### src/rtl/loop_echo_responder.sv
// Far-end echo partner of the transceiver loop interface: buffers received
// pattern words in a FIFO and writes them back, optionally inverted, in order.
module loop_echo_responder #(
   parameter int DATA_WIDTH      = 56,
   parameter int FIFO_ADDR_WIDTH = 3,
   parameter int CNT_WIDTH       = 16
) (
   input  logic                       i_clk,
   input  logic                       i_arst,
   input  logic                       i_enable,
   input  logic                       i_invert,
   input  logic                       i_clr_cnt,
   input  logic                       i_rx_valid,
   input  logic [DATA_WIDTH-1:0]      i_rx_data,
   output logic                       o_rx_rd,
   input  logic                       i_tx_rdy,
   output logic                       o_tx_wr,
   output logic [DATA_WIDTH-1:0]      o_tx_data,
   output logic [FIFO_ADDR_WIDTH:0]   o_level,
   output logic                       o_busy,
   output logic [CNT_WIDTH-1:0]       o_rx_cnt,
   output logic [CNT_WIDTH-1:0]       o_echo_cnt,
   output logic                       o_full_seen
);
   // state    | meaning
   // RX_IDLE  | wait for enable, rx word and FIFO space
   // RX_POP   | pop strobe to rx, word written into FIFO
   // RX_GAP   | let the transceiver drop valid before the next pop
   // TX_IDLE  | wait for a buffered word
   // TX_LOAD  | head word addressed in the FIFO RAM
   // TX_WRITE | wait for tx ready, then hold the write strobe for one cycle
   // TX_GAP   | one idle cycle after each write
   localparam int AW = FIFO_ADDR_WIDTH;
   localparam int DEPTH = 2 ** AW;
   localparam logic [AW:0] LVL_FULL = (AW + 1)'(DEPTH);

   typedef enum logic [1:0] {RX_IDLE, RX_POP, RX_GAP} rx_state_t;
   typedef enum logic [1:0] {TX_IDLE, TX_LOAD, TX_WRITE, TX_GAP} tx_state_t;

   rx_state_t                r_rx_state, w_rx_nxt;
   tx_state_t                r_tx_state, w_tx_nxt;
   logic [1:0]               r_rst_sync;
   logic                     w_rst;
   logic [DATA_WIDTH-1:0]    r_mem [DEPTH];
   logic [AW:0]              r_wr_ptr, r_rd_ptr, w_wr_ptr_nxt, w_rd_ptr_nxt;
   logic [AW:0]              r_level;
   logic                     w_full, w_empty, w_wr_en, w_fire;
   logic                     r_rx_rd, r_tx_wr, r_busy, r_full_seen;
   logic [DATA_WIDTH-1:0]    r_tx_data;
   logic [CNT_WIDTH-1:0]     r_rx_cnt, r_echo_cnt;

   // Reset asserts immediately but releases only after two clean clock edges.
   always_ff @(posedge i_clk or posedge i_arst) begin
      if (i_arst) r_rst_sync <= 2'b11;
      else        r_rst_sync <= {r_rst_sync[0], 1'b0};
   end
   assign w_rst = r_rst_sync[1];

   assign w_full  = (r_level == LVL_FULL);
   assign w_empty = (r_level == '0);
   assign w_wr_en = (r_rx_state == RX_POP);
   // The write strobe is registered, so the ready decision is taken one cycle early.
   assign w_fire  = i_tx_rdy & ((r_tx_state == TX_LOAD) |
                                ((r_tx_state == TX_WRITE) & ~r_tx_wr));
   assign w_wr_ptr_nxt = r_wr_ptr + (AW + 1)'(w_wr_en);
   assign w_rd_ptr_nxt = r_rd_ptr + (AW + 1)'(w_fire);

   always_comb begin
      w_rx_nxt = r_rx_state;
      case (r_rx_state)
         RX_IDLE: if (i_enable & i_rx_valid & ~w_full) w_rx_nxt = RX_POP;
         RX_POP:  w_rx_nxt = RX_GAP;
         RX_GAP:  w_rx_nxt = RX_IDLE;
         default: w_rx_nxt = RX_IDLE;
      endcase
   end

   always_comb begin
      w_tx_nxt = r_tx_state;
      case (r_tx_state)
         TX_IDLE:  if (~w_empty) w_tx_nxt = TX_LOAD;
         TX_LOAD:  w_tx_nxt = TX_WRITE;
         TX_WRITE: if (r_tx_wr) w_tx_nxt = TX_GAP;
         TX_GAP:   w_tx_nxt = TX_IDLE;
         default:  w_tx_nxt = TX_IDLE;
      endcase
   end

   always_ff @(posedge i_clk) begin
      if (w_wr_en) r_mem[r_wr_ptr[AW-1:0]] <= i_rx_data ^ {DATA_WIDTH{i_invert}};
   end

   always_ff @(posedge i_clk or posedge w_rst) begin
      if (w_rst) begin
         r_rx_state  <= RX_IDLE;
         r_tx_state  <= TX_IDLE;
         r_wr_ptr    <= '0;
         r_rd_ptr    <= '0;
         r_level     <= '0;
         r_rx_rd     <= 1'b0;
         r_tx_wr     <= 1'b0;
         r_tx_data   <= '0;
         r_busy      <= 1'b0;
         r_rx_cnt    <= '0;
         r_echo_cnt  <= '0;
         r_full_seen <= 1'b0;
      end else begin
         r_rx_state <= w_rx_nxt;
         r_tx_state <= w_tx_nxt;
         r_wr_ptr   <= w_wr_ptr_nxt;
         r_rd_ptr   <= w_rd_ptr_nxt;
         r_level    <= w_wr_ptr_nxt - w_rd_ptr_nxt;
         r_rx_rd    <= (w_rx_nxt == RX_POP);
         r_tx_wr    <= w_fire;
         if (w_fire) r_tx_data <= r_mem[r_rd_ptr[AW-1:0]];
         r_busy     <= (w_wr_ptr_nxt != w_rd_ptr_nxt) | (w_rx_nxt != RX_IDLE) |
                       (w_tx_nxt != TX_IDLE);
         if (i_clr_cnt)    r_rx_cnt <= '0;
         else if (w_wr_en) r_rx_cnt <= r_rx_cnt + CNT_WIDTH'(1);
         if (i_clr_cnt)    r_echo_cnt <= '0;
         else if (w_fire)  r_echo_cnt <= r_echo_cnt + CNT_WIDTH'(1);
         if (i_clr_cnt)    r_full_seen <= 1'b0;
         else if (i_enable & i_rx_valid & w_full) r_full_seen <= 1'b1;
      end
   end

   assign o_rx_rd     = r_rx_rd;
   assign o_tx_wr     = r_tx_wr;
   assign o_tx_data   = r_tx_data;
   assign o_level     = r_level;
   assign o_busy      = r_busy;
   assign o_rx_cnt    = r_rx_cnt;
   assign o_echo_cnt  = r_echo_cnt;
   assign o_full_seen = r_full_seen;

endmodule

### config.mk
export PLATFORM = sky130hd
export DESIGN_NAME = loop_echo_responder
export DESIGN_NICKNAME = d
export VERILOG_FILES = /design/src/rtl/loop_echo_responder.sv
export SDC_FILE = /design/constraint.sdc
export NUM_CORES = 1
export LEC_CHECK = 0
export ABC_AREA = 0
export BUFFER_PORTS_ARGS = -buffer_cell sky130_fd_sc_hd__buf_2
export CELL_PAD_IN_SITES_DETAIL_PLACEMENT = 0
export CELL_PAD_IN_SITES_GLOBAL_PLACEMENT = 2
export CORE_AREA = 3 3 218 262
export DETAILED_ROUTE_END_ITERATION = 8
export DIE_AREA = 0 0 221 265
export PLACE_DENSITY = 0.75
export SKIP_CTS_REPAIR_TIMING = 1
export SLEW_MARGIN = 20
export SYNTH_ARGS = -nofsm -noshare
export SYNTH_HDL_FRONTEND = slang
export SYNTH_SLANG_ARGS = --single-unit
export TNS_END_PERCENT = 20
### constraint.sdc
create_clock -name i_clk -period 3.5 [get_ports i_clk]
set_input_delay 0.35 -clock i_clk [delete_from_list [all_inputs] [get_ports i_clk]]
set_output_delay 0.35 -clock i_clk [all_outputs]
set_load 0.005 [all_outputs]
==> out/qor.csv <==
stage;metric;value;unit
global_route;use_met2;27.1;%
drt;viasPerCell;5.14;
final_layout;nNetsFinal;1397;
setup_path;path_max_fanout;7;
die;die_height;265;um
clocking;cts_root_buffer;clkbuf_16;
synth;yosysWarnings;0;
timing;fmax;0.372;GHz
timing;worst_pin_slew;1.20;ns
setup_path;critPathRequiredTime;4.02;ns
global_route;grt_antenna_before_repair;1;
drt;drtIter0Drc;717;
final_layout;utilization;46.5;%
clocking;cts_tree;yes;
synth;synth_cell_types;48;
place;routabilityCongestion;0.706;
die;die_x;221;um
global_route;grt_first_pass_wirelength;70400;um
drt;ant_nets;0;
global_route;grt-ovfl-total;0;
synth;syn_inst;1138;
timing;finalCritPeriodShare;76.8;%
setup_path;critical_path_class;register to register;
die;coreArea;54800;sq um
die;dieArea;58600;sq um
drt;first_pass_iters;5;
place;place.port_buffers;158;
power;pwr-share-clk;31.3;%
timing;finClkSkew;0.0199;ns
place;hpwl;25300;um
clocking;clockBufferDepth;3;
drt;drcViolationCount;0;
final_layout;fillers;4702;
setup_path;crit_chain;inv_1 -> ha_1 -> and2b_4 -> o21ai_4 -> inv_1 -> ha_1 -> ha_1 -> inv_1 -> ha_1 -> a221o_1 -> o21ai_0 -> xnor2_1;
final_layout;final-seq-area;16200;sq um
synth;synthSimpleGateAreaFrac;3.26;%
global_route;grt_max_degree;99;
final_layout;design_area;25500;sq um
synth;syn-num-nets;1213;
global_route;grt_pass1_vias;11400;
synth;async_flop_share;19.7;%
synth;syn_area;21800;sq um
clocking;h-tree-depth;2;
timing;setup_violations;0;
timing;finalCriticalPeriod;2.69;ns
setup_path;startpoint_type;register;
die;rows;94;
die;start_util;39.8;%
power;seqPwrFrac;44.5;%
clocking;cts_buffers;54;
global_route;track_usage;15.7;%
synth;synth.yosys.seq_area_share;74.4;%
power;p_sw;5430;uW
final_layout;diodes;0;
drt;routed_wl;45400;um
power;p_leak;0.00912;uW
place;dpl_cell_area;23600;sq um
synth;synth_top_cell_by_area;edfxtp_1;
synth;synth_common_cells;edfxtp_1, mux4_2, dfrtp_1;
timing;hold_violations;0;
synth;synth_top_area_share;61.7;%
synth;synth_seq_cells;558;
synth;synthAdderAreaFrac;0.723;%
timing;slew_violations;0;
synth;muxShareOfSynthArea;14.2;%
final_layout;multiInputGateArea;5290;sq um
final_layout;drive_gt1_share;28.7;%
clocking;cts_sinks;558;
setup_path;slowest_delay;0.39;ns
synth;synth_most_common_cell;edfxtp_1;
drt;wl_per_cell;21.7;um
synth;synth_compound_area_share;2.54;%
place;dp_slack;0.809;ns
setup_path;cpMaxStageDelayCell;dfrtp_1;
setup_path;cp_top_family;adder cells;
setup_path;arrival;3.21;ns
synth;synthXorXnorAreaFrac;3.17;%
die;io_pins;159;
run_status;outcome;finished, final reports clean;
synth;synth_top_family_by_area;multiplexers;
final_layout;synthToLayoutAreaGrowth;16.9;%
timing;rsz0062_at_grt;false;
global_route;grt_util_met3;2.58;%
power;p_int;13800;uW
power;p_comb_share;24.1;%
global_route;met1_usage;21.0;%
power;vdd_ir_drop_max;0.000447;V
synth;synth_flop_cell;edfxtp_1;
synth;postSynthAreaPerCell;19.2;sq um
setup_path;path_common_cell;ha_1;
setup_path;cp-end-kind;register;
power;switching_share;28.2;%
clocking;path_clk_slew;0.06;ns
synth;synth_edf_count;448;
timing;setup_slack;0.810;ns
power;pwr_density_cell;756;nW/um^2
setup_path;crit_buf_inv;3;
drt;via_count;10700;
synth;synth_area_leaders;edfxtp_1, dfrtp_1, mux4_2;
global_route;top_usage_layer;met2;
clocking;clkLatencyLatePin;0.61;ns
timing;maxSlewHeadroom;19.8;%
power;total_power;19300;uW
worst_hold_path;hp-class;primary input to register;
job;drv_cap;0;
sequential cells by signal, indices dropped and copies added (netlist names):
register and flops:
o_full_seen 1, o_tx_data 56, o_rx_rd 1, r_rx_state 2, r_rd_ptr 4, r_mem 448, o_tx_wr 1, o_level 4
r_wr_ptr 4, o_rx_cnt 16, o_busy 1, r_tx_state 2, r_rst_sync 2, o_echo_cnt 16
worst register-to-register path: stages (launching register included):
cell and delay, ns:
dfrtp_1 0.39, inv_1 0.08, ha_1 0.21, and2b_4 0.20, o21ai_4 0.14, inv_1 0.11
ha_1 0.21, ha_1 0.30, inv_1 0.07, ha_1 0.32, a221o_1 0.35, o21ai_0 0.10
xnor2_1 0.15
kinds of logic (layout without fill, tap and decap cells):
kind of cell	count (synthesis)	in the layout
AOI/OAI and AO/OA	99	99
xor gates and xnor gates	79	79
adders and majority gates	12	12
buffers and inverters	70	299
DFF	558	558
muxes	169	169
other	1	1
and+or+nand+nor	150	150
final cells by class:
cell class / count / share of cell area [%]
clock buffer: 70 / 5.62
clock inverter: 31 / 1.65
inverter: 15 / 0.241
multi-input combinational: 510 / 20.7
sequential: 558 / 63.7
tap: 720 / 3.54
timing repair buffer: 183 / 4.55
per-layer routing:
metal  wire, um  vias to the layer above
li1           -                     4828
met1      19500                     5612
met2      23100                      218
met3       1850                       63
met4        932                        0
met5          0                        -
metrics by stage:
step / hold WS [ns] / TNS, ns / std cells
after floorplan: 0.262 / -360.45 / 1138
after global placement: 0.347 / 0 / 1985
after detailed placement: 0.349 / 0 / 1985
after CTS: -0.265 / 0 / 2086
after global routing: 0.0469 / 0 / 2087
final: 0.0387 / 0 / 2087
final timing paths:
check | startpoint | slack (ns) | cells past startpoint | to
hold reg to reg | r_rst_sync[1]$_DFF_PP1_ | 0.32 | 1 | r_rx_state[1]$_DFF_PP0_
setup / recovery | r_tx_state[0]$_DFF_PP0_ | 0.81 | 12 | o_level[3]$_DFF_PP0_
setup reg to reg | r_tx_state[0]$_DFF_PP0_ | 0.81 | 12 | o_level[3]$_DFF_PP0_
hold / removal | i_rx_valid | 0.04 | 3 | o_full_seen$_DFFE_PP0P_
min in group asynchronous | r_rst_sync[1]$_DFF_PP1_ | 0.32 | 1 | r_rx_state[1]$_DFF_PP0_
max in group asynchronous | r_rst_sync[1]$_DFF_PP1_ | 2.40 | 2 | o_tx_data[44]$_DFFE_PP0P_
cells in the final DEF (no fill, tap or decap), types with 4 or more instances in the layout:
cell type	instances
clkbuf_1	14
o21ai_1	32
inv_1	14
edfxtp_1	448
mux4_2	112
dfrtp_1	105
clkinv_1	9
clkbuf_16	54
clkinv_2	7
nand3_1	11
nand4_1	4
or3_1	12
ha_1	11
nand2_1	72
buf_4	11
bufinv_16	9
a21oi_1	15
nor2_1	20
xnor2_1	10
mux2i_1	56
buf_2	157
buf_12	14
o21ai_0	39
xor2_1	69
power groups by stage:
stage | clock [uW] | combinational, uW | sequential (uW)
floorplan | 0 | 3560 | 8460
detailed placement | 0 | 4800 | 8740
global placement | 0 | 4730 | 8730
finish | 6030 | 4650 | 8580
global route | 6450 | 5180 | 8680
CTS | 6190 | 4810 | 8610
(Power assumes the default switching activity.)
